===== src/rtl/bfp16_pkg.sv =====
// Shared BF16 field widths, constants and pipeline stage structs for the
// bfloat16 arithmetic blocks.
package bfp16_pkg;

  localparam int          BF_EXP_W  = 8;
  localparam int          BF_MAN_W  = 7;
  localparam int          BF_SIG_W  = BF_MAN_W + 1;
  localparam int          BF_BIAS   = 127;
  localparam int          BF_EXP_MAX = 2 * BF_BIAS + 1;
  localparam logic [15:0] BF_QNAN   = 16'h7FC0;
  localparam int          EXT_W     = BF_SIG_W + 3;   // significand + guard, round, sticky
  localparam int          ALIGN_SAT = 10;

  // S1 -> S2: operands ordered by magnitude, smaller one aligned
  typedef struct packed {
    logic                nan;
    logic                inf;
    logic                inf_sign;
    logic                sign_x;
    logic                sign_y;
    logic                eff_sub;
    logic [BF_EXP_W-1:0] exp_x;
    logic [EXT_W-1:0]    ext_x;
    logic [EXT_W-1:0]    ext_y;
  } s1_t;

  // S2 -> S3: normalised significand {1.mmmmmmm, G, R, S} and unbounded exponent
  typedef struct packed {
    logic               nan;
    logic               inf;
    logic               zero;
    logic               sign;
    logic signed [9:0]  expo;
    logic [EXT_W-1:0]   sig;
  } s2_t;

  function automatic logic [15:0] bf_pack(input logic s, input logic [BF_EXP_W-1:0] e,
                                          input logic [BF_MAN_W-1:0] m);
    return {s, e, m};
  endfunction

endpackage


===== src/rtl/bfp16_round_pack.sv =====
// Final stage: round-to-nearest-even, overflow/underflow clamping, special
// values and BF16 packing. Purely combinational.
module bfp16_round_pack
  import bfp16_pkg::*;
(
  input  s2_t         i_s2,
  output logic [15:0] o_bf16
);

  logic                w_up;
  logic [BF_SIG_W:0]   w_rnd;
  logic signed [9:0]   w_exp;
  logic [BF_MAN_W-1:0] w_man;

  always_comb begin
    w_up   = i_s2.sig[2] & (i_s2.sig[1] | i_s2.sig[0] | i_s2.sig[3]);
    w_rnd  = {1'b0, i_s2.sig[EXT_W-1:3]} + {{BF_SIG_W{1'b0}}, w_up};
    // carry out of rounding leaves 1.0000000, one binade up
    w_exp  = i_s2.expo + $signed({9'b0, w_rnd[BF_SIG_W]});
    w_man  = w_rnd[BF_SIG_W] ? w_rnd[BF_MAN_W:1] : w_rnd[BF_MAN_W-1:0];
    o_bf16 = bf_pack(i_s2.sign, w_exp[7:0], w_man);
    if (i_s2.nan)
      o_bf16 = BF_QNAN;
    else if (i_s2.inf || w_exp >= 10'(BF_EXP_MAX))
      o_bf16 = bf_pack(i_s2.sign, 8'(BF_EXP_MAX), '0);
    else if (i_s2.zero || w_exp < 10'sd1)
      o_bf16 = bf_pack(i_s2.sign, '0, '0);
  end

endmodule


===== src/rtl/bfp16_addsub_pipe.sv =====
// Three-stage BF16 add/subtract with valid/ready handshake:
// S1 unpack/compare/swap/align, S2 add/sub + normalise, S3 round/pack.
module bfp16_addsub_pipe
  import bfp16_pkg::*;
#(
  parameter int SIZE_DATA = 32,
  parameter int SIZE_TAG  = 4
) (
  input  logic                 i_clk,
  input  logic                 i_rst,
  input  logic                 i_valid,
  output logic                 o_ready,
  input  logic                 i_op,
  input  logic [SIZE_DATA-1:0] i_data_a,
  input  logic [SIZE_DATA-1:0] i_data_b,
  input  logic [SIZE_TAG-1:0]  i_tag,
  output logic                 o_valid,
  input  logic                 i_ready,
  output logic [SIZE_DATA-1:0] o_data,
  output logic [SIZE_TAG-1:0]  o_tag
);

  localparam int MSB = SIZE_DATA - 1;

  logic [2:0]          r_vld_pipe;
  logic [2:0]          w_adv;
  s1_t                 w_s1, r_s1;
  s2_t                 w_s2, r_s2;
  logic [SIZE_TAG-1:0] r_tag1, r_tag2;
  logic [15:0]         w_a, w_b, w_res;
  logic                w_unused_lo;

  assign w_adv[2] = ~r_vld_pipe[2] | i_ready;
  assign w_adv[1] = ~r_vld_pipe[1] | w_adv[2];
  assign w_adv[0] = ~r_vld_pipe[0] | w_adv[1];
  assign o_ready  = w_adv[0] & ~i_rst;
  assign o_valid  = r_vld_pipe[2];

  assign w_a         = i_data_a[MSB -: 16];
  assign w_b         = {i_data_b[MSB] ^ i_op, i_data_b[MSB-1 -: 15]};
  assign w_unused_lo = ^{i_data_a[MSB-16:0], i_data_b[MSB-16:0]};

  // ---------------- S1 ----------------
  logic                w_a_zero, w_b_zero, w_a_inf, w_b_inf, w_a_nan, w_b_nan, w_swap;
  logic [14:0]         w_mag_a, w_mag_b;
  logic [BF_SIG_W-1:0] w_sig_x, w_sig_y;
  logic [BF_EXP_W-1:0] w_exp_y, w_d;
  logic [3:0]          w_sh;
  logic [19:0]         w_ext20;

  always_comb begin
    w_a_zero = (w_a[14:7] == '0);
    w_b_zero = (w_b[14:7] == '0);
    w_a_inf  = (w_a[14:7] == 8'hFF) && (w_a[6:0] == '0);
    w_b_inf  = (w_b[14:7] == 8'hFF) && (w_b[6:0] == '0);
    w_a_nan  = (w_a[14:7] == 8'hFF) && (w_a[6:0] != '0);
    w_b_nan  = (w_b[14:7] == 8'hFF) && (w_b[6:0] != '0);
    w_mag_a  = w_a_zero ? '0 : w_a[14:0];
    w_mag_b  = w_b_zero ? '0 : w_b[14:0];
    w_swap   = (w_mag_b > w_mag_a);
    w_sig_x  = w_swap ? (w_b_zero ? '0 : {1'b1, w_b[6:0]}) : (w_a_zero ? '0 : {1'b1, w_a[6:0]});
    w_sig_y  = w_swap ? (w_a_zero ? '0 : {1'b1, w_a[6:0]}) : (w_b_zero ? '0 : {1'b1, w_b[6:0]});
    w_exp_y  = w_swap ? w_mag_a[14:7] : w_mag_b[14:7];
    w_s1          = '0;
    w_s1.nan      = w_a_nan | w_b_nan | (w_a_inf & w_b_inf & (w_a[15] ^ w_b[15]));
    w_s1.inf      = w_a_inf | w_b_inf;
    w_s1.inf_sign = w_a_inf ? w_a[15] : w_b[15];
    w_s1.sign_x   = w_swap ? w_b[15] : w_a[15];
    w_s1.sign_y   = w_swap ? w_a[15] : w_b[15];
    w_s1.eff_sub  = w_a[15] ^ w_b[15];
    w_s1.exp_x    = w_swap ? w_mag_b[14:7] : w_mag_a[14:7];
    w_d           = w_s1.exp_x - w_exp_y;
    // beyond ALIGN_SAT the small operand is entirely below the sticky position
    w_sh          = (w_d >= 8'(ALIGN_SAT)) ? 4'(ALIGN_SAT) : w_d[3:0];
    w_ext20       = {w_sig_y, 12'b0} >> w_sh;
    w_s1.ext_x    = {w_sig_x, 3'b000};
    w_s1.ext_y    = {w_ext20[19:10], |w_ext20[9:0]};
  end

  always_ff @(posedge i_clk) begin
    if (w_adv[0]) begin
      r_s1   <= w_s1;
      r_tag1 <= i_tag;
    end
  end

  // ---------------- S2 ----------------
  logic [EXT_W:0] w_sum, w_norm;
  logic [3:0]     w_lz;

  always_comb begin
    w_sum = r_s1.eff_sub ? ({1'b0, r_s1.ext_x} - {1'b0, r_s1.ext_y})
                         : ({1'b0, r_s1.ext_x} + {1'b0, r_s1.ext_y});
    w_lz = 4'd11;
    for (int i = 0; i < EXT_W + 1; i++)
      if (w_sum[i]) w_lz = 4'(EXT_W - i);
    w_norm     = w_sum << w_lz;
    w_s2       = '0;
    w_s2.nan   = r_s1.nan;
    w_s2.inf   = r_s1.inf;
    w_s2.zero  = (w_sum == '0);
    // exact zero is +0 unless both inputs were -0
    w_s2.sign  = r_s1.inf ? r_s1.inf_sign :
                 (w_sum == '0) ? (r_s1.sign_x & r_s1.sign_y) : r_s1.sign_x;
    w_s2.expo  = $signed({2'b00, r_s1.exp_x}) + 10'sd1 - $signed({6'b0, w_lz});
    w_s2.sig   = {w_norm[EXT_W:2], |w_norm[1:0]};
  end

  always_ff @(posedge i_clk) begin
    if (w_adv[1]) begin
      r_s2   <= w_s2;
      r_tag2 <= r_tag1;
    end
  end

  // ---------------- S3 ----------------
  bfp16_round_pack u_round_pack (
    .i_s2   (r_s2),
    .o_bf16 (w_res)
  );

  always_ff @(posedge i_clk) begin
    if (i_rst) begin
      r_vld_pipe <= '0;
      o_data     <= '0;
      o_tag      <= '0;
    end else begin
      if (w_adv[0]) r_vld_pipe[0] <= i_valid;
      if (w_adv[1]) r_vld_pipe[1] <= r_vld_pipe[0];
      if (w_adv[2]) r_vld_pipe[2] <= r_vld_pipe[1];
      if (w_adv[2] && r_vld_pipe[1]) begin
        o_data <= {w_res, {(SIZE_DATA-16){1'b0}}};
        o_tag  <= r_tag2;
      end
    end
  end

endmodule


===== config.mk =====
export PLATFORM = sky130hd
export DESIGN_NAME = bfp16_addsub_pipe
export DESIGN_NICKNAME = d
export VERILOG_FILES = /design/src/rtl/bfp16_pkg.sv /design/src/rtl/bfp16_round_pack.sv /design/src/rtl/bfp16_addsub_pipe.sv
export SDC_FILE = /design/constraint.sdc
export NUM_CORES = 1
export LEC_CHECK = 0
export BUFFER_PORTS_ARGS = -buffer_cell sky130_fd_sc_hd__buf_2
export CAP_MARGIN = 5
export CORE_AREA = 2 2 142 117
export CTS_CLUSTER_DIAMETER = 120
export CTS_CLUSTER_SIZE = 12
export DETAILED_ROUTE_END_ITERATION = 7
export DIE_AREA = 0 0 144 119
export PLACE_DENSITY_LB_ADDON = 0.1
export SLEW_MARGIN = 5
export SYNTH_ARGS = -nofsm -noshare
export SYNTH_HDL_FRONTEND = slang
export SYNTH_SLANG_ARGS = --single-unit

===== constraint.sdc =====
create_clock -name i_clk -period 6.3 [get_ports i_clk]
set_input_delay 0.945 -clock i_clk [delete_from_list [all_inputs] [get_ports i_clk]]
set_output_delay 0.945 -clock i_clk [all_outputs]
set_load 0.005 [all_outputs]

; Yosys cells after proc, flatten, opt, wreduce, memory -nomap -nowiden
; Cells that the tools add are included.
[word_totals]
regBits = 89
inputBits = 73
word_cells = 102
[classes]
n_addsub = 7
magnitude_cmp = 4
n_eq_ne = 2
shifts = 2
n_mux = 30
bitwise_logic = 19
n_reduce_logical = 16
[op_table]
columns = operator, count
row1 = 15-bit 2-to-1 mux, 4
row2 = 8-bit 2-to-1 mux, 6
row3 = 4-bit 2-to-1 mux, 11
row4 = 20-bit by 4-bit >> shifter with 20-bit output, 1
row5 = 8-bit equality test (second input constant), 2
row6 = 8-bit logical NOT, 2
row7 = 16-bit 2-to-1 mux, 1
row8 = 15-bit greater-than comparator, 1
row9 = 7-bit logical NOT, 2
row10 = 7-bit nonzero test, 2
row11 = 11-bit by 11-bit adder with 12-bit output, 1
row12 = 12-bit logical NOT, 1
row13 = 12-bit 2-to-1 mux, 1
row14 = 12-bit by 4-bit << shifter with 12-bit output, 1
row15 = 11-bit by 11-bit subtractor with 12-bit output, 1
row16 = 10-bit by 2-bit adder with 10-bit output, 1
row17 = 10-bit by 9-bit >= comparator with 1-bit output (second input constant), 1
row18 = 10-bit by 2-bit less-than comparator with 1-bit output (second input constant), 1
row19 = 10-bit OR reduction, 1
row20 = 9-bit by 4-bit subtractor with 10-bit output, 1
row21 = 8-bit by 1-bit adder with 9-bit output, 1
row22 = 8-bit by 1-bit adder with 9-bit output (second input constant), 1
row23 = 8-bit by 4-bit >= comparator with 1-bit output (second input constant), 1
row24 = 1-bit OR, 8
row25 = other kinds (9), 27

; Logic depth before layout (Yosys ltp)
; Gate-level depths: netlist of run 1.
[depth]
word_depth = 15
ltp_mapped = 26

; Modules after synthesis
; Synthesis of run 1 repeated with hierarchy kept, for this count alone.
[unflattened]
hier_cells = 870
hier_area_um2 = 7414.6
[by_module_without_submodules]
columns = mod, n_inst, cells_each, area_each_um2, seq_area_each_um2
row1 = bfp16_addsub_pipe, 1, 757, 6577.6, 2442.3
row2 = bfp16_round_pack, 1, 113, 837.1, 0.0

; Worst setup path before layout of run 1
; Ideal clock, no wire load.
[synth_path]
kind = input to register
from = input port i_data_b[24]
to = register r_s1[0] in the netlist's numbering (data pin)
setup_time_ns = 0.273
t_arrival_ns = 5.752
slack_ns = 0.275
path_stages = 24
cell_sequence = buf_4 nor4_1 nand2_1 and2_1 ha_1 a21oi_1 a21oi_1 o21ai_2 nand3_2 nand2_1 clkbuf_1 mux2i_1 ha_1 o211ai_1 o31a_1 a21oi_2 a211oi_4 xor2_2 nand2b_1 buf_2 a221o_1 or4b_1 o41ai_2 o211ai_1
[synth_rtl]
columns = element, line_no
row1 = "start, declared", bfp16_addsub_pipe.sv:15  ; input logic [SIZE_DATA-1:0] i_data_b,
row2 = "end signal, assigned", bfp16_addsub_pipe.sv:82  ; r_s1 <= w_s1;
row3 = "end, declared", bfp16_addsub_pipe.sv:27  ; s1_t w_s1, r_s1;

==> key figures, run 1 <==
Power and ir drop
  – Power Dens Cells: 274 nW/um2
  – Total power: 2.11 mW
  – VDD IR max: 108 uV
  – P_leak: 3.26 nW

Timing
  – Setup_tns: 0 ps
  – Slew of the pin with the lowest slew margin: 941 ps
  – Worst setup margin: 544 ps
  – Fmax: 0.174 GHz
  – Fin. Hold Viols: 0
  – Clock skew: 5.54 ps
  – Slew Viols, Final: 0
  – Setup violations, final: 0
  – Slew Limit Headroom: 0.372
  – Period minus WS final: 5760 ps
  – Period utilization: 0.914
  – Min Hold Slack: 419 ps
  – RSZ-0062 raised after global routing: no

Route
  – WL final: 16600 um
  – DRC: 1
  – Post-route ant nets: 0
  – First DRT Iteration DRCs: 454
  – Met1 wire length: 7750 um
  – DR WL/cell: 15.4 um
  – Top Layer Used: met4
  – WL met2: 7780 um
  – Met3 Wirelength: 763 um
  – Vias after detailed routing: 5856
  – Vias per inst: 5.42
  – First drt pass iteration count: 8

Clock network
  – Root buf cell: clkbuf_16
  – CTS Hold Bufs: 0
  – Post-CTS sizing: 0
  – CTS clk-pin slew, worst paths: 60 ps
  – Post-CTS setup buffers: 0
  – Maximum clock path buffer count: 2
  – CTS tree: built
  – H-tree depth: 3
  – Clock sinks: 89
  – CTS buffer count: 9
  – Worst skew pair latency: 340 ps

Worst hold path
  – Hold EP: r_tag2[0]$_DFFE_PP_
  – Hold Startpoint: r_tag1[0]$_DFFE_PN_
  – Hold/Removal Path Class: register to register
  – Hold depth: 0

Worst setup path
  – CP cell instances: buf_2 > nor4_1 > nand2_1 > and2_1 > ha_1 > a21oi_1 > o21ai_0 > o21ai_2 > nand3_2 > nand2_1 > mux2i_1 > ha_1 > nor4_1 > a221o_1 > nor2_1 > a21o_1 > o2111ai_2 > nand2b_1 > a221o_1 > or4b_1 > o41ai_2 > o211ai_1
  – RR Startpoint: r_s1[0]$_DFFE_PN_
  – Critical path arrival: 5830 ps
  – Reg2reg path depth: 25
  – WP data required: 6370 ps
  – R2r setup slk: 940 ps
  – Worst Setup End Kind: register
  – CP max-delay cell: or4b_1
  – Critical Path Start: i_data_b[24]
  – CP Launch Type: primary input
  – RR Endpoint: r_s2[19]$_DFFE_PP_
  – Crit-path max FO: 10
  – Crit Path Class: primary input to register
  – Slowest stage delay, CP: 540 ps

Synth
  – Seq/Total Area, Yosys: 0.352
  – Number of flops mapped to enable cells by yosys: 66
  – Synthesized area: 6940 um2
  – Syn avg cell area: 8.66 um2
  – Count leader, synth: nand2_1
  – Post-Synthesis Cells: 801
  – Top post-synthesis cells by count: 88 x nand2_1, 73 x nor2_1, 66 x edfxtp_1, 59 x o21ai_0, 58 x inv_1
  – Post-synth cell types: 85
  – Top cells by area, synth: edfxtp_1 29%, ha_1 8.5%, dfxtp_1 6.6%
  – Ys flop type: edfxtp_1
  – Post-synth ARST share: 0
  – Synth Register Bits: 89
  – Synth area leader: edfxtp_1
  – Synth top area share: 0.286
  – Yosys synthesis warning count: 0

Final layout
  – Ratio of cells with drive above 1 in the final layout: 0.149
  – Inserted Diodes: 0
  – # nets final: 977
  – Synth-to-layout area growth: 11.2%
  – End-of-flow core utilization: 0.484

Floorplan
  – IO Pins: 111
  – Starting Density: 0.436
  – Area of the die: 17100 um2
  – Die Width: 144 um
  – Core ar.: 15900 um2
  – Site row count: 42
  – Die Y: 119 um

Global route
  – Vias in the first global route: 5707
  – First-pass GRT wire length: 27600 um
  – Pin count of the biggest net entering global routing: 39
  – Initial antenna violation count: 0
  – GRT Total Usage: 0.201
  – Global route overflow: 0

Placed design
  – DP HPWL: 13200 um
  – IO Port Bufs: 62
  – Pre-CTS setup slack: 249 ps
  – Placer Congestion: 0.981

Run status
  – Failing checks: DRC
  – Outcome: finished with violations

Flow run
  – Max_cap viols: 0
==> worst max-delay path, delay by kind of cell <==
family          cells  cell delay [ps]
compound gates      9             1890
simple gates        9             2010
mux                 1              200
buf+inv             1              190
fa+ha+maj           2              600
==> logic make-up after synthesis <==
kind of cell / Yosys count / share of synthesized area
AOI/OAI and AO/OA: 214 / 0.205
adders and majority gates: 52 / 0.0951
DFF: 89 / 0.352
muxes: 22 / 0.0328
other: 1 / 0.000541
and+or+nand+nor: 277 / 0.193
buffers and inverters: 112 / 0.0749
xor gates and xnor gates: 34 / 0.0473
==> flip-flops by register name (all words and copies together) (netlist names) <==
register    cells
o_data         16
o_tag           4
r_s1           33
r_s2           25
r_tag1          4
r_tag2          4
r_vld_pipe      3
==> cell type report <==
type / instances / area (um2)
clock buffers: 11 / 246
clock inverters: 5 / 37.5
fillers: 1493 / 8210
inverters: 59 / 221
multi-input cells: 615 / 4040
flip-flops and latches: 89 / 2440
well taps: 220 / 275
repair buffers: 81 / 453
==> metrics by stage <==
step | instances | instance area [um2]
finish | 1080 | 7710
global route | 1080 | 7710
floorplan | 816 | 6990
detailed placement | 1064 | 7430
global placement | 1064 | 7430
CTS | 1080 | 7710
==> layer usage <==
metal	up-vias	track usage
li1	2965	-
met5	-	0
met2	175	0.334
met1	2693	0.264
met3	23	0.0285
met4	0	0.0766
==> worst max-delay path by stage <==
stage                        end  slack, ps  depth (start not counted)
2_1_floorplan  r_s1[0]$_DFFE_PN_        270                         24
3_3_place_gp   r_s1[0]$_DFFE_PN_        300                         22
3_5_place_dp   r_s1[0]$_DFFE_PN_        250                         22
4_1_cts        r_s1[0]$_DFFE_PN_        610                         22
5_1_grt        r_s1[0]$_DFFE_PN_        160                         22
6_report       r_s1[0]$_DFFE_PN_        540                         22
==> power breakdown <==
part / leakage (nW) / switching, mW / total [mW] / internal [mW]
sequential: 0.909 / 0.0649 / 0.818 / 0.753
combinational: 2.21 / 0.465 / 0.796 / 0.330
clock: 0.144 / 0.212 / 0.496 / 0.284
==> placed cells by master (no fill, tap or decap), types with 11 or more instances in the layout <==
cell,netlist,routed
inv_1,58,58
buf_4,21,19
edfxtp_1,66,66
buf_2,3,62
nor4_1,11,11
xnor2_1,20,20
o21ai_0,59,59
nand2_1,88,88
a21oi_1,45,45
nand3_1,23,22
nor2_1,73,73
and2_1,14,14
nor3_1,12,12
dfxtp_1,23,23
a211oi_1,12,12
mux2i_1,16,16
conb_1,1,16
ha_1,47,47
Note: power is estimated with default switching activity, not from simulation.
==> run 2, diff against run 1 <==
--- a/config.mk
+++ b/config.mk
@@ -13,6 +13,7 @@
 export DETAILED_ROUTE_END_ITERATION = 7
 export DIE_AREA = 0 0 144 119
 export PLACE_DENSITY_LB_ADDON = 0.1
+export RECOVER_POWER = 50
 export SLEW_MARGIN = 5
 export SYNTH_ARGS = -nofsm -noshare
 export SYNTH_HDL_FRONTEND = slang
==> run 2 against run 1 <==
Via count down 0.17%; combinational power about the same; sequential share of layout area up 0.10 points; sequential power about the same; critical path type unchanged; sequential cell count unchanged; clock skew about the same; maximum frequency up 0.22%; largest power group unchanged; the flow finishes with violations (capacitance limit, slew limit); core utilization down 0.16 points; global-route usage unchanged.
==> key figures, run 2 (synthesis results as in run 1) <==
Placed design
  – IO Port Bufs: 62 (unchanged)
  – Placed insts: 1064 (unchanged)
  – DP HPWL: 13200 um (unchanged)
  – Placer Congestion: 0.981 (unchanged)

Timing
  – Period utilization: 0.912 (was 0.914)
  – Fmax: 0.174 GHz (about the same)
  – Fin. Hold Viols: 0 (unchanged)
  – RSZ-0062 raised after global routing: no (unchanged)
  – Setup_tns: 0 ps (unchanged)
  – Clock skew: 5.69 ps (was 5.54 ps)
  – Slew of the pin with the lowest slew margin: 1760 ps (was 941 ps)
  – Slew Limit Headroom: -0.178 (was 0.372)
  – Period minus WS final: 5740 ps (was 5760 ps)
  – Slew Viols, Final: 39 (was 0)
  – Setup violations, final: 0 (unchanged)

Route
  – DR WL/cell: 15.4 um (about the same)
  – Post-route ant nets: 0 (unchanged)
  – DRC: 0 (was 1)
  – First drt pass iteration count: 6 (was 8)
  – WL final: 16600 um (about the same)
  – First DRT Iteration DRCs: 452 (was 454)
  – Vias after detailed routing: 5846 (was 5856)
  – Vias per inst: 5.41 (was 5.42)

Clock network
  – CTS buffer count: 9 (unchanged)
  – Clock sinks: 89 (unchanged)
  – CTS tree: built (unchanged)
  – CTS clk-pin slew, worst paths: 60 ps (about the same)
  – Post-CTS sizing: 0 (unchanged)
  – H-tree depth: 3 (unchanged)
  – Post-CTS setup buffers: 0 (unchanged)
  – Worst skew pair latency: 340 ps (about the same)
  – Root buf cell: clkbuf_16 (unchanged)
  – CTS Hold Bufs: 0 (unchanged)
  – Maximum clock path buffer count: 2 (unchanged)

Power and ir drop
  – Switching fraction of total power: 0.352 (about the same)
  – Power Internal: 1.37 mW (about the same)
  – P_leak: 3.20 nW (was 3.26 nW)
  – Switching power: 742 uW (about the same)
  – Sequential Power Share: 0.388 (about the same)
  – Clock share of power: 0.235 (about the same)
  – Logic pwr share: 0.377 (about the same)
  – Power Dens Cells: 274 nW/um2 (about the same)
  – VDD IR max: 108 uV (about the same)

Worst setup path
  – Critical Path Start: i_data_b[24] (unchanged)
  – CP Launch Type: primary input (unchanged)
  – RR Startpoint: r_s1[0]$_DFFE_PN_ (unchanged)
  – Worst Setup End Kind: register (unchanged)
  – Crit-path max FO: 10 (unchanged)
  – WP data required: 6370 ps (about the same)
  – Crit Path Class: primary input to register (unchanged)
  – Critical path arrival: 5810 ps (was 5830 ps)

Run status
  – Failing checks: capacitance limit, slew limit (was DRC)
  – Outcome: finished with violations (unchanged)

Global route
  – GRT Total Usage: 0.201 (unchanged)
  – Global route overflow: 0 (unchanged)
  – First-pass GRT wire length: 27600 um (unchanged)
  – Pin count of the biggest net entering global routing: 39 (unchanged)
  – Vias in the first global route: 5707 (unchanged)
  – Initial antenna violation count: 0 (unchanged)

Worst hold path
  – Hold Startpoint: r_tag1[0]$_DFFE_PN_ (unchanged)
  – Hold/Removal Path Class: register to register (unchanged)

Final layout
  – # nets final: 977 (unchanged)
  – Non-filler cells, final: 1080 (unchanged)
  – Filler instances: 1503 (was 1493)
  – Inserted Diodes: 0 (unchanged)
  – Largest regs: r_s1 (33), r_s2 (25), o_data (16) (unchanged)
  – Synth-to-layout area growth: 10.8% (was 11.2%)
  – Most frequent cells in the layout: 88 x nand2_1, 73 x nor2_1, 66 x edfxtp_1, 59 x o21ai_0, 58 x inv_1 (was 88 x nand2_1, 73 x nor2_1, 66 x edfxtp_1, 62 x buf_2, 59 x o21ai_0)
  – Ratio of cells with drive above 1 in the final layout: 0.131 (was 0.149)
  – Max FFs per register: 33 (unchanged)
  – Commonest non-fill, non-tap cell in the layout: nand2_1 (unchanged)
  – Most flops, register: r_s1 (unchanged)

Floorplan
  – IO Pins: 111 (unchanged)
  – Starting Density: 0.436 (unchanged)
  – Area of the die: 17100 um2 (unchanged)
  – Core ar.: 15900 um2 (unchanged)
  – Die Width: 144 um (unchanged)
  – Site row count: 42 (unchanged)
  – Die Y: 119 um (unchanged)

Flow run
  – Max_cap viols: 1 (was 0)
==> run 2: cell types whose count changed in the layout (fill, tap and decap cells not counted) <==
cell      delta
buf_4        -1
nand3_2      -1
buf_2       -13
nand3_1      +1
clkbuf_1    +14
==> run 2: layout make-up <==
class	instances	area [um2]	share of cell area
Sequential cell	89	2440	0.318
Inverter	59	221	0.0288
Clock inverter	5	37.5	0.00488
Timing Repair Buffer	81	433	0.0563
Multi-Input combinational cell	615	4030	0.524
Clock buffer	11	246	0.0321
Tap cell	220	275	0.0358
==> run 2: worst paths after layout <==
kind              cells after the start  slack, ps             endpoint
setup / recovery                     22        560    r_s1[0]$_DFFE_PN_
hold / removal                        0        420  r_tag2[0]$_DFFE_PP_
setup reg to reg                     25        940   r_s2[19]$_DFFE_PP_
hold reg to reg                       0        420  r_tag2[0]$_DFFE_PP_
==> run 2: critical path, cell delays in order <==
cell       delay [ps]
buf_2             190
nor4_1            290
nand2_1           250
and2_1            260
ha_1              320
a21oi_1           150
o21ai_0           140
o21ai_2           180
nand3_2            90
nand2_1           100
mux2i_1           200
ha_1              270
nor4_1             90
a221o_1           320
nor2_1            150
a21o_1            150
o2111ai_2         150
nand2b_1          220
a221o_1           390
or4b_1            540
o41ai_2           290
o211ai_1          120
==> run 2: power by group through the flow <==
| stage | clock network, mW | logic [mW] | registers (mW) |
|---|---|---|---|
| 2_1_floorplan | 0 | 0.614 | 0.811 |
| 3_3_place_gp | 0 | 0.777 | 0.828 |
| 3_5_place_dp | 0 | 0.784 | 0.831 |
| 4_1_cts | 0.514 | 0.790 | 0.819 |
| 5_1_grt | 0.537 | 0.892 | 0.832 |
| 6_report | 0.496 | 0.795 | 0.818 |
==> run 2: metrics by stage <==
step | hold WS [ps] | utilization | power (mW) | instance area [um2] | setup slack, ps
final | 419 | 0.483 | 2.11 | 7690 | 557
after global placement | 403 | 0.467 | 1.60 | 7430 | 302
after global routing | 425 | 0.483 | 2.26 | 7690 | 163
after CTS | 415 | 0.484 | 2.12 | 7710 | 607
after detailed placement | 405 | 0.467 | 1.62 | 7430 | 249
after floorplan | 400 | - | 1.42 | 6990 | 275
==> run 2: routing by layer <==
| metal | track usage | vias to the layer above | part of all wire |
|---|---|---|---|
| li1 | - | 2968 | - |
| met5 | 0 | - | 0 |
| met4 | 0.0766 | 0 | 0.020 |
| met1 | 0.264 | 2670 | 0.47 |
| met3 | 0.0285 | 27 | 0.051 |
| met2 | 0.334 | 181 | 0.46 |
==> run 3, diff against run 2 <==
--- a/config.mk
+++ b/config.mk
@@ -8,6 +8,7 @@
 export BUFFER_PORTS_ARGS = -buffer_cell sky130_fd_sc_hd__buf_2
 export CAP_MARGIN = 5
 export CORE_AREA = 2 2 142 117
+export CTS_BUF_LIST = sky130_fd_sc_hd__clkbuf_16
 export CTS_CLUSTER_DIAMETER = 120
 export CTS_CLUSTER_SIZE = 12
 export DETAILED_ROUTE_END_ITERATION = 7
==> run 3 against run 2 <==
The flow still finishes with violations (capacitance limit, slew limit); sequential power hardly changed; critical path depth stayed put; die area stayed put; largest power group unchanged; maximum frequency is 0.19% lower; hold slack stayed put; cell area is 0.18% lower; via count is 0.12% lower; setup slack worse by 11 ps; power is 0.78% lower; critical endpoint unchanged.
==> key figures, run 3 (synthesis results as in run 1) <==
Timing
  – Setup_tns: 0 ps (unchanged)
  – Fin. Hold Viols: 0 (unchanged)
  – Slew of the pin with the lowest slew margin: 1760 ps (about the same)
  – Slew Viols, Final: 39 (unchanged)
  – Setup violations, final: 0 (unchanged)
  – Period minus WS final: 5750 ps (was 5740 ps)
  – Fmax: 0.174 GHz (about the same)
  – Slew Limit Headroom: -0.177 (was -0.178)
  – RSZ-0062 raised after global routing: no (unchanged)
  – Period utilization: 0.913 (was 0.912)
  – Clock skew: 5.63 ps (was 5.69 ps)

Flow run
  – Max_cap viols: 1 (unchanged)

Final layout
  – Inserted Diodes: 0 (unchanged)
  – Largest regs: r_s1 (33), r_s2 (25), o_data (16) (unchanged)
  – Synth-to-layout area growth: 10.6% (was 10.8%)
  – Ratio of cells with drive above 1 in the final layout: 0.130 (was 0.131)
  – Commonest non-fill, non-tap cell in the layout: nand2_1 (unchanged)
  – Most frequent cells in the layout: 88 x nand2_1, 73 x nor2_1, 66 x edfxtp_1, 59 x o21ai_0, 59 x inv_1 (was 88 x nand2_1, 73 x nor2_1, 66 x edfxtp_1, 59 x o21ai_0, 58 x inv_1)
  – Most flops, register: r_s1 (unchanged)
  – Final Instance Area: 7670 um2 (was 7690 um2)
  – # nets final: 977 (unchanged)
  – Max FFs per register: 33 (unchanged)

Worst hold path
  – Hold depth: 0 (unchanged)
  – Hold Startpoint: r_tag1[0]$_DFFE_PN_ (unchanged)
  – Hold/Removal Path Class: register to register (unchanged)

Worst setup path
  – Crit-path max FO: 8 (was 10)
  – Crit-path leading delay family: simple AND/OR/NAND/NOR gates (unchanged)
  – RR Startpoint: r_s1[0]$_DFFE_PN_ (unchanged)
  – WP data required: 6370 ps (about the same)
  – CP cell instances: buf_2 > nor4_1 > nand2_1 > nand2_1 > ha_1 > a21oi_1 > o21ai_0 > o21ai_2 > nand3_2 > nand2_1 > mux2i_1 > ha_1 > nor4_1 > a221o_1 > nor2_1 > a21o_1 > o2111ai_2 > nand2b_1 > a221o_1 > or4b_1 > o41ai_2 > o211ai_1 (was buf_2 > nor4_1 > nand2_1 > and2_1 > ha_1 > a21oi_1 > o21ai_0 > o21ai_2 > nand3_2 > nand2_1 > mux2i_1 > ha_1 > nor4_1 > a221o_1 > nor2_1 > a21o_1 > o2111ai_2 > nand2b_1 > a221o_1 > or4b_1 > o41ai_2 > o211ai_1)
  – Worst Setup End Kind: register (unchanged)
  – Reg2reg path depth: 25 (unchanged)
  – CP Launch Type: primary input (unchanged)
  – Critical Path Start: i_data_a[28] (was i_data_b[24])
  – CP max-delay cell: or4b_1 (unchanged)
  – Crit Path Class: primary input to register (unchanged)
  – Critical path arrival: 5820 ps (was 5810 ps)
  – Most frequent cell on the critical path: nand2_1
  – WP buf/inv: 1 (unchanged)
  – WP depth: 22 (unchanged)
  – Slowest stage delay, CP: 540 ps (about the same)

Clock network
  – Maximum clock path buffer count: 2 (unchanged)
  – Worst skew pair latency: 340 ps (about the same)
  – Clock sinks: 89 (unchanged)
  – CTS tree: built (unchanged)
  – CTS buffer count: 9 (unchanged)
  – CTS Hold Bufs: 0 (unchanged)
  – Post-CTS sizing: 0 (unchanged)
  – CTS clk-pin slew, worst paths: 60 ps (about the same)
  – Root buf cell: clkbuf_16 (unchanged)
  – Post-CTS setup buffers: 0 (unchanged)
  – H-tree depth: 3 (unchanged)

Route
  – Vias after detailed routing: 5839 (was 5846)
  – Met1 wire length: 7770 um (was 7730 um)
  – First DRT Iteration DRCs: 475 (was 452)
  – WL final: 16600 um (about the same)
  – Post-route ant nets: 0 (unchanged)
  – DRC: 0 (unchanged)
  – Vias per inst: 5.41 (about the same)
  – Met3 Wirelength: 805 um (was 842 um)
  – DR WL/cell: 15.4 um (about the same)
  – WL met2: 7720 um (was 7690 um)
  – Top Layer Used: met4 (unchanged)
  – First drt pass iteration count: 5 (was 6)

Global route
  – First-pass GRT wire length: 27500 um (was 27600 um)
  – Initial antenna violation count: 0 (unchanged)
  – Vias in the first global route: 5698 (was 5707)
  – Global route overflow: 0 (unchanged)
  – GRT Total Usage: 0.200 (was 0.201)
  – Pin count of the biggest net entering global routing: 39 (unchanged)

Placed design
  – Placed Area: 7430 um2 (unchanged)
  – DP HPWL: 13200 um (unchanged)
  – Placer Congestion: 0.981 (unchanged)
  – IO Port Bufs: 62 (unchanged)

Power and ir drop
  – P_leak: 3.20 nW (about the same)
  – VDD IR max: 108 uV (about the same)
  – Power Dens Cells: 273 nW/um2 (was 274 nW/um2)

Floorplan
  – Area of the die: 17100 um2 (unchanged)
  – Starting Density: 0.436 (unchanged)
  – Site row count: 42 (unchanged)
  – Die Width: 144 um (unchanged)
  – Core ar.: 15900 um2 (unchanged)
  – IO Pins: 111 (unchanged)
  – Die Y: 119 um (unchanged)

Run status
  – Failing checks: capacitance limit, slew limit (unchanged)
  – Outcome: finished with violations (unchanged)
-- run 3: changes by cell type in the layout (fill, tap and decap cells not counted), sizes merged --
cell	delta
clkbuf	-2
inv	+2
-- run 3: through the flow --
stage          hold slack (ps)  utilization  instances  total power [mW]  worst slack [ps]
3_3_place_gp               403        0.467       1064              1.60               302
3_5_place_dp               405        0.467       1064              1.62               249
6_report                   419        0.482       1080              2.09               546
2_1_floorplan              400            -        816              1.42               275
4_1_cts                    415        0.483       1080              2.10               607
5_1_grt                    425        0.482       1080              2.24               162
-- run 3: layout make-up --
| cell class | count | area (um2) |
|---|---|---|
| fill | 1503 | 8250 |
| multi-input combinational | 615 | 4030 |
| sequential | 89 | 2440 |
| timing repair buffer | 81 | 433 |
| tap | 220 | 275 |
| clock buffer | 9 | 225 |
| inverter | 59 | 221 |
| clock inverter | 7 | 45.0 |
-- run 3: path summary, 6_finish.rpt --
| path | slack, ps | to |
|---|---|---|
| setup reg to reg | 930 | r_s2[19]$_DFFE_PP_ |
| setup / recovery | 550 | r_s1[0]$_DFFE_PN_ |
| hold reg to reg | 420 | r_tag2[0]$_DFFE_PP_ |
| hold / removal | 420 | r_tag2[0]$_DFFE_PP_ |
-- run 3: where the power goes --
| part | internal (mW) | switching, mW | total [mW] |
|---|---|---|---|
| clock network | 0.266 | 0.213 | 0.479 |
| logic | 0.329 | 0.466 | 0.795 |
| registers | 0.753 | 0.0650 | 0.818 |
-- run 3: layer usage --
| metal | vias up | track usage |
|---|---|---|
| met1 | 2667 | 0.263 |
| met2 | 175 | 0.334 |
| li1 | 2969 | - |
| met5 | - | 0 |
| met4 | 0 | 0.0766 |
| met3 | 28 | 0.0285 |
